### src/rtl/load_store_unit_pkg.sv
// Shared definitions for the load/store unit: request opcode encodings,
// FSM state encoding and the fixed memory word width.
package load_store_unit_pkg;

  // Byte-lane logic is written for a 32-bit data word only.
  localparam int LSU_DATA_W = 32;

  // Request opcodes. Codes 5..7 are illegal and answered with an error.
  typedef enum logic [2:0] {
    LSU_LW  = 3'd0,
    LSU_LB  = 3'd1,
    LSU_LBU = 3'd2,
    LSU_SW  = 3'd3,
    LSU_SB  = 3'd4
  } lsu_op_e;

  typedef enum logic [2:0] {
    ST_IDLE   = 3'd0,
    ST_RD     = 3'd1,
    ST_WR     = 3'd2,
    ST_RMW_WR = 3'd3,
    ST_RESP   = 3'd4
  } lsu_state_e;

endpackage

### src/rtl/load_store_unit_byte_lane_unit.sv
// byte_lane_unit: combinational byte-lane helper for the load/store unit.
//   op         : latched request opcode
//   lane       : byte lane within the word (byte address bits [1:0])
//   word       : word read from memory
//   wbyte      : store byte for SB
//   load_data  : LW word, LB sign-extended byte, LBU zero-extended byte, 0 otherwise
//   merge_data : word with the selected lane replaced by wbyte (SB write data)
module byte_lane_unit
  import load_store_unit_pkg::*;
(
  input  logic [2:0]            op,
  input  logic [1:0]            lane,
  input  logic [LSU_DATA_W-1:0] word,
  input  logic [7:0]            wbyte,
  output logic [LSU_DATA_W-1:0] load_data,
  output logic [LSU_DATA_W-1:0] merge_data
);

  logic [7:0] sel_byte;

  // NOTE: every output of a combinational block gets a default first, so no
  // path through the case leaves it unassigned and a latch is never inferred.
  always_comb begin
    sel_byte   = word[8*lane +: 8];
    load_data  = '0;
    merge_data = word;
    merge_data[8*lane +: 8] = wbyte;
    case (op)
      LSU_LW:  load_data = word;
      LSU_LB:  load_data = {{24{sel_byte[7]}}, sel_byte};
      LSU_LBU: load_data = {24'h0, sel_byte};
      default: load_data = '0;
    endcase
  end

endmodule

### src/rtl/load_store_unit.sv
// load_store_unit: one-request-at-a-time initiator for a word-organised data
// memory, adding byte loads (signed/unsigned) and byte stores (read-modify-write).
//   clk, rst          : clock; synchronous active-low reset
//   req_*             : request from execute stage (valid/ready handshake)
//   resp_*            : one-cycle completion pulse with load data and error flag
//   mem_*             : word address, write data, read/write strobes, read data
module load_store_unit
  import load_store_unit_pkg::*;
#(
  parameter int ADDR_W = 10,
  parameter int DATA_W = LSU_DATA_W
) (
  input  logic              clk,
  input  logic              rst,
  input  logic              req_valid,
  output logic              req_ready,
  input  logic [2:0]        req_op,
  input  logic [ADDR_W+1:0] req_addr,
  input  logic [DATA_W-1:0] req_wdata,
  output logic              resp_valid,
  output logic [DATA_W-1:0] resp_rdata,
  output logic              resp_err,
  output logic [ADDR_W-1:0] mem_address,
  output logic [DATA_W-1:0] mem_data_in,
  output logic              mem_read,
  output logic              mem_write,
  input  logic [DATA_W-1:0] mem_data_out
);

  lsu_state_e        state_q, state_d;
  logic [2:0]        op_q;
  logic [ADDR_W+1:0] addr_q;
  logic [DATA_W-1:0] wdata_q;
  logic [DATA_W-1:0] word_q;
  logic              err_q;

  logic              req_bad;
  logic              rd_dec, wr_dec;
  logic [DATA_W-1:0] load_data, merge_data;

  // Illegal opcode, or a word access that is not 4-byte aligned.
  assign req_bad = (req_op > LSU_SB) ||
                   (((req_op == LSU_LW) || (req_op == LSU_SW)) && (req_addr[1:0] != 2'b00));

  // NOTE: state registers use non-blocking assignments so every flop samples
  // the pre-edge values; the reset branch is synchronous and comes first.
  always_ff @(posedge clk) begin
    if (!rst) begin
      state_q <= ST_IDLE;
      op_q    <= '0;
      addr_q  <= '0;
      wdata_q <= '0;
      word_q  <= '0;
      err_q   <= 1'b0;
    end else begin
      state_q <= state_d;
      if (state_q == ST_IDLE && req_valid) begin
        op_q    <= req_op;
        addr_q  <= req_addr;
        wdata_q <= req_wdata;
        err_q   <= req_bad;
      end
      if (state_q == ST_RD) word_q <= mem_data_out;
    end
  end

  always_comb begin
    state_d    = state_q;
    req_ready  = 1'b0;
    rd_dec     = 1'b0;
    wr_dec     = 1'b0;
    resp_valid = 1'b0;
    case (state_q)
      ST_IDLE: begin
        req_ready = 1'b1;
        if (req_valid) begin
          if (req_bad)               state_d = ST_RESP;
          else if (req_op == LSU_SW) state_d = ST_WR;
          else                       state_d = ST_RD;
        end
      end
      ST_RD: begin
        rd_dec  = 1'b1;
        state_d = (op_q == LSU_SB) ? ST_RMW_WR : ST_RESP;
      end
      ST_WR, ST_RMW_WR: begin
        wr_dec  = 1'b1;
        state_d = ST_RESP;
      end
      ST_RESP: begin
        resp_valid = 1'b1;
        state_d    = ST_IDLE;
      end
      default: state_d = ST_IDLE;
    endcase
  end

  byte_lane_unit u_lane (
    .op         (op_q),
    .lane       (addr_q[1:0]),
    .word       (word_q),
    .wbyte      (wdata_q[7:0]),
    .load_data  (load_data),
    .merge_data (merge_data)
  );

  // Strobes are gated by rst so a reset landing mid-operation cannot write.
  assign mem_read    = rd_dec & rst;
  assign mem_write   = wr_dec & rst;
  assign mem_address = addr_q[ADDR_W+1:2];
  assign mem_data_in = mem_write ? ((op_q == LSU_SB) ? merge_data : wdata_q) : '0;

  // Stores and errors return zero; load_data is already zero for store ops.
  assign resp_rdata = (resp_valid && !err_q) ? load_data : '0;
  assign resp_err   = resp_valid & err_q;

endmodule

### config.mk
export PLATFORM = sky130hd
export DESIGN_NAME = load_store_unit
export DESIGN_NICKNAME = d
export VERILOG_FILES = /design/src/rtl/load_store_unit_pkg.sv /design/src/rtl/load_store_unit_byte_lane_unit.sv /design/src/rtl/load_store_unit.sv
export SDC_FILE = /design/constraint.sdc
export NUM_CORES = 1
export LEC_CHECK = 0
export ABC_AREA = 1
export CAP_MARGIN = 10
export CORE_MARGIN = 4
export CORE_UTILIZATION = 41
export CTS_CLUSTER_SIZE = 8
export DETAILED_ROUTE_END_ITERATION = 16
export GPL_ROUTABILITY_DRIVEN = 0
export PLACE_DENSITY = 0.73
export SYNTH_ARGS = -nofsm -noshare
export SYNTH_HDL_FRONTEND = slang
export SYNTH_SLANG_ARGS = --single-unit
### constraint.sdc
create_clock -name clk -period 2.05 [get_ports clk]
set_input_delay 0.205 -clock clk [delete_from_list [all_inputs] [get_ports clk]]
set_output_delay 0.205 -clock clk [all_outputs]
set_load 0.02 [all_outputs]
==> results of run 1 <==
[cell usage in the layout (no fill, tap or decap), types with 31 or more instances in the layout]
cell / instances
dfxtp_1: 80
clkdlybuf4s50_1: 94
a21oi_1: 63
o21ai_0: 97
nor2_1: 127
nor2_2: 31
inv_1: 53
nand2_1: 115
buf_4: 54
[cells by family after synthesis]
group	after synthesis	synth area share, %
compound gates	210	22.87
fa+ha+maj	5	1.300
buf+inv	116	12.74
flops	83	34.52
simple gates	324	28.57
[where the power goes]
group          switching, mW  internal (mW)
Sequential            0.0981           1.77
Clock                  0.633          0.965
Combinational          0.748          0.531
Total                   1.48           3.26
[sequential cells by signal, summed over array words and instances (netlist names)]
| register | count |
|---|---|
| state_q | 3 |
| wdata_q | 32 |
| addr_q | 12 |
| op_q | 3 |
| err_q | 1 |
| word_q | 32 |
[metal layers]
layer	GRT usage (%)	vias to the layer above	wire, um
met5	0	-	0
met4	7.734	0	301
met3	4.715	24	1374
met2	38.67	208	7756
met1	32.09	2468	7150
li1	-	2692	-
[per-stage QoR]
stage / TNS [ns] / instance area [um^2]
after floorplan: 0 / 4833
after global placement: -4.817 / 6618
after detailed placement: -5.954 / 6618
after CTS: -0.005434 / 6833
after global routing: -0.9003 / 6938
final: 0 / 6938
[worst register-to-register path, stage by stage, from the launching register on]
cell and delay (ns):
dfxtp_1 0.34, buf_4 0.13, nor2_4 0.04, nand2_2 0.05, buf_4 0.44, inv_1 0.15, nand2_1 0.13, o21a_1 0.12
nor2_1 0.04
[path summary, 6_finish.rpt]
| path | from | end | slack [ns] | cells after the start |
|---|---|---|---|---|
| worst max register to register | state_q[1] | state_q[1] | 0.50 | 8 |
| worst min-delay path | rst | state_q[0] | 0.38 | 4 |
| worst min register to register | addr_q[5] | addr_q[5] | 0.50 | 2 |
| worst max-delay path | addr_q[0] | resp_rdata[16] | 0.004 | 8 |
[repair_timing]
item                       in CTS  in global routing
setup endpoints to repair      65                 62
resized for setup             233                126
pin swaps                       1                  7
gates cloned                    0                  1
setup buffers                   0                  1
[final cells by class]
class | instances | area share, %
inverter | 61 | 3.517
clock inverter | 2 | 0.5410
tap | 143 | 2.579
clock buffer | 12 | 3.553
sequential | 83 | 24.04
timing repair buffer | 206 | 26.37
multi-input combinational | 539 | 39.40
==> results.md, run 1 <==
- Worst path required time: 1.85 ns
- Clk buf depth: 2
- CP dominant cell by count: buf_4
- DP Cell Count: 1030
- Root buf cell: clkbuf_16
- PortBufs: 160
- Io pins: 161
- Min-delay worst type: in -> reg
- Hold bufs inserted after CTS: 0
- Worst-path fanout max: 12
- Pwr/cell area: 683.4 nW/um^2
- Ys async rst share: 0%
- Row cnt: 39
- DRC viols: 0
- Die Y: 116.4 um
- Top cell type's share of synthesized area: 34.52%
- Gr ovfl total: 0
- Netlist Area Pre-Place: 4813 um^2
- Top cells by instance count after synthesis: nor2_1 (148), nand2_1 (120), o21ai_0 (107)
- Max-slew violations: 0
- Crit path buffers/inverters: 4
- Maximum clock frequency: 0.4887 GHz
- WL per Instance: 15.85 um
- CP max stage cell: dfxtp_4
- Instance count of the mapped netlist: 738
- Most numerous cell in the Yosys netlist: nor2_1
- Synth warnings: 0
- Layout area overhead: 44.14%
- Antenna violations before repair: 0
- Critical path class: reg -> out
- Number of distinct library cells after synthesis: 32
- Starting density of the core: 41.97%
- Die X: 116.4 um
- CTS tree: built
- Worst clock skew: 0.004668 ns
- MaxCap Viol Count: 0
- Critical path, cell by cell: clkinv_4 > buf_4 > nand2_1 > nand3_1 > nand3b_4 > buf_4 > a21oi_2 > clkdlybuf4s15_2
- Final setup fails: 0
- Wire length of the first global-routing pass: 25.58 mm
- # fillers: 1103
- Layout Nets: 987
- Crit path setup slack, layout: 0.003962 ns
- Register area: 1668 um^2
- Pin count of the biggest net entering global routing: 81
- Clock sink total: 83
- P_leak: 2.890 nW
- Worst Setup End Kind: output port
- Antenna Nets Post-Route: 0
- DR vias/cell: 5.155
- Synth Flop Type: dfxtp_1
- Slew HR: 52.12%
- Sequential share of the synthesized area: 34.52%
- Yosys top cell by area: dfxtp_1
- Final hold vios: 0
- Post-route minimum period: 2.046 ns
- Area of the multi-input gates: 2734 um^2
- Status: finished clean
- N_diodes: 0
- Final core area utilization: 60.50%
- Iteration-0 DRC Markers: 515
- Family with the most delay on the worst path: buffers and inverters
- EDFF count, synth: 0
- VDD IR max: 422.7 uV
- Synth Net Count: 825
- Post-Route WL: 16.58 mm
- Vias in the first global route: 5125
- Detail Placement HPWL: 12.01 mm
- Pre-CTS setup slack: -0.2515 ns
- Total chip power: 4.741 mW
- TritonCTS Buffers: 9
- Die area: 13540 um^2
- Final Non-Filler Cells: 1046
- Period utilisation layout: 99.81%
- #FFs+latches synth: 83
- Clk Latency, worst-skew pair: 0.33 ns
- RSZ-0062 raised after global routing: true
- Area contributors post-synth: dfxtp_1 (35%), nor2_1 (12%), o21ai_0 (11%), nand2_1 (9.4%), a21oi_1 (8.1%)
- Worst path max stage delay: 0.36 ns
- Setup crit start kind: flop
- Worst EP arrival: 1.84 ns
- Clock transition at path regs: 0.06 ns
- Mean post-synth cell area: 6.522 um^2
- CTS H-tree lvls: 3
- Total GRT Usage: 23.91%
- Worst slew pin tran: 0.7183 ns
- Share of layout cells above drive strength 1: 23.92%
- Core area: 11470 um^2
- Hold_ws: 0.3832 ns
- Via count: 5392
- DRT Pass-1 Iters: 5
Power figures use the tool's default switching activity.
==> run 2: changes to the inputs <==
CAP_MARGIN = 20   (was 10)
==> results of run 2 <==
Same layout as run 1: the final DEF is identical, and so are final timing and power.
==> run 3: changes to the inputs <==
CORE_ASPECT_RATIO = 0.7   (was unset)
==> run 3 against run 2 <==
The run now ends with setup timing left. Critical path depth grew 1. Sequential cell count is the same. Total power grew 6.4%. Cell count grew 1.3%. Clock power grew 15%. Via count grew 4.6%. Largest power group unchanged. Worst hold slack gained 0.0060 ns. Worst setup slack lost 0.033 ns. Final area grew 4.0%. Non-clock buffer count grew 2. Die area grew 0.21%.
==> results.md, run 3 (synthesized netlist as in run 1, its figures left out) <==
- Clock transition at path regs: 0.07 ns (about the same)
- P_int: 3.462 mW (+6.1%)
- Clock sink total: 83 (unchanged)
- Row cnt: 32 (-18%)
- Slew HR: 56.16% (+4.0 points)
- Pre-CTS setup slack: -0.2885 ns (-0.03704 ns)
- CTS tree: built
- Period utilisation layout: 101.4% (+1.6 points)
- Clk Latency, worst-skew pair: 0.34 ns (about the same)
- DR vias/cell: 5.321 (+3.2%)
- Share of layout cells above drive strength 1: 25.36% (+1.4 points)
- Worst Setup End Kind: output port
- Via count: 5640 (+4.6%)
- DRC viols: 0 (unchanged)
- Final instance area: 7217 um^2 (+4.0%)
- NetSw: 1.585 mW (+7.1%)
- Post-route minimum period: 2.079 ns (+0.03316 ns)
- TritonCTS Buffers: 9 (unchanged)
- Biggest regs: wdata_q (32), word_q (32), addr_q (12)
- Detail Placement HPWL: 12.45 mm (+3.7%)
- DP Cell Count: 1039 (+0.87%)
- Iteration-0 DRC Markers: 692 (+34%)
- Vias in the first global route: 5285 (+3.1%)
- WL per Instance: 16.47 um (+3.9%)
- Failing checks: setup timing
- Worst path required time: 1.85 ns (about the same)
- Critical path class: reg -> out
- # fillers: 1004 (-9.0%)
- MaxCap Viol Count: 0 (unchanged)
- Logic pwr share: 26.7% (-0.3 points)
- Worst clock skew: 0.008705 ns (+0.004037 ns)
- RSZ-0062 raised after global routing: true
- Layout Nets: 989 (+0.20%)
- N_diodes: 0 (unchanged)
- Pin count of the biggest net entering global routing: 81 (unchanged)
- Area after DPL: 6635 um^2 (+0.26%)
- Gr ovfl total: 0 (unchanged)
- Starting density of the core: 42.78% (+0.81 points)
- Wire length of the first global-routing pass: 26.74 mm (+4.6%)
- Core area: 11250 um^2 (-1.9%)
- Status: complete, but fails checks
- Root buf cell: clkbuf_16
- Post-Route WL: 17.46 mm (+5.3%)
- Antenna Nets Post-Route: 0 (unchanged)
- Worst EP arrival: 1.87 ns (+0.03 ns)
- Die area: 13570 um^2 (+0.21%)
- Register area: 1667 um^2 (about the same)
- PortBufs: 160 (unchanged)
- Crit path setup slack, layout: -0.02920 ns (-0.03316 ns)
- Maximum clock frequency: 0.4810 GHz (-1.6%)
- P_leak: 2.966 nW (+2.7%)
- Worst-path fanout max: 4 (-8)
- Most frequent cells in the layout: nor2_1 (130), nand2_1 (116), o21ai_0 (102), clkdlybuf4s50_1 (93), dfxtp_1 (81)
- Final Non-Filler Cells: 1060 (+1.3%)
- Clk pwr share: 36.4% (+2.7 points)
- Max-slew violations: 0 (unchanged)
- Commonest non-fill, non-tap cell in the layout: nor2_1
- Final setup fails: 5 (+5)
- Total chip power: 5.047 mW (+6.4%)
- Min-delay worst type: in -> reg
- Antenna violations before repair: 0 (unchanged)
- Setup tns final: -0.05916 ns (-0.05916 ns)
- DRT Pass-1 Iters: 6 (+1)
- Area of the multi-input gates: 2806 um^2 (+2.7%)
- Hold_ws: 0.3892 ns (+0.006010 ns)
- Final core area utilization: 64.15% (+3.6 points)
- Pwr/cell area: 699.3 nW/um^2 (+2.3%)
- Part of the power in registers: 37.0% (-2.3 points)
- Die X: 137.5 um (+18%)
- VDD IR max: 457.4 uV (+8.2%)
- Io pins: 161 (unchanged)
- Clk buf depth: 2 (unchanged)
- CTS H-tree lvls: 3 (unchanged)
- Worst slew pin tran: 0.6575 ns (-0.06072 ns)
- Final hold vios: 0 (unchanged)
- Total GRT Usage: 24.70% (+0.79 points)
- Layout area overhead: 49.93%
- Net Sw Frac: 31.40% (+0.19 points)
- Setup crit start kind: flop
- Die Y: 98.66 um (-15%)
-- run 3: cell types whose count changed in the layout (fill, tap and decap cells not counted), moves of 3 or more --
cell | before | now
buf_2 | 26 | 6
buf_4 | 54 | 68
a21oi_1 | 63 | 53
buf_6 | 16 | 26
a21oi_2 | 26 | 32
o21ai_0 | 97 | 102
o21ai_1 | 19 | 14
a21oi_4 | 1 | 5
clkdlybuf4s15_2 | 3 | 0
nor2_1 | 127 | 130
nor2_2 | 31 | 28
-- run 3: worst paths after layout --
check | start | slack, ns | depth (start not counted) | end
worst min-delay path | rst | 0.39 | 4 | state_q[1]
worst max-delay path | addr_q[0] | -0.03 | 9 | mem_data_in[20]
worst max register to register | state_q[1] | 0.40 | 8 | state_q[1]
worst min register to register | word_q[6] | 0.50 | 2 | word_q[6]
-- run 3: critical path, cell delays in order (launching register included) --
cell	delay, ns
dfxtp_4	0.36
clkinv_4	0.05
buf_4	0.14
ha_1	0.17
inv_2	0.05
nor2_4	0.13
buf_4	0.16
nand3_2	0.11
a21oi_2	0.21
buf_6	0.15
-- run 3: metal layers --
layer	track usage, %	part of all wire [%]	up-vias	wire length, um
met2	37.22	43	362	7569
met5	0	0	-	0
met4	6.518	2.3	0	407
li1	-	-	2707	-
met3	5.408	10	40	1805
met1	35.64	44	2531	7673
-- run 3: power by group through the flow --
| stage | clock network [mW] | registers [mW] | logic (mW) |
|---|---|---|---|
| floorplan | 0 | 1.86 | 0.753 |
| global placement | 0 | 1.89 | 1.16 |
| detailed placement | 0 | 1.89 | 1.18 |
| CTS | 1.85 | 1.86 | 1.23 |
| global route | 1.92 | 1.88 | 1.46 |
| finish | 1.84 | 1.87 | 1.35 |
-- run 3: final cells by class --
class | count | area share [%]
timing repair buffer | 208 | 27.31
clock buffer | 11 | 3.502
multi-input combinational | 539 | 38.89
inverter | 61 | 3.381
clock inverter | 5 | 1.179
sequential | 83 | 23.09
tap | 153 | 2.653
-- run 3: repair_timing --
action | 4_1_cts | 5_1_grt
cloned | 0 | 1
setup buffers | 1 | 3
endpoints found under the setup margin | 65 | 65
pin swaps | 3 | 12
resized for setup | 293 | 116
hold buffers | 0 | 0
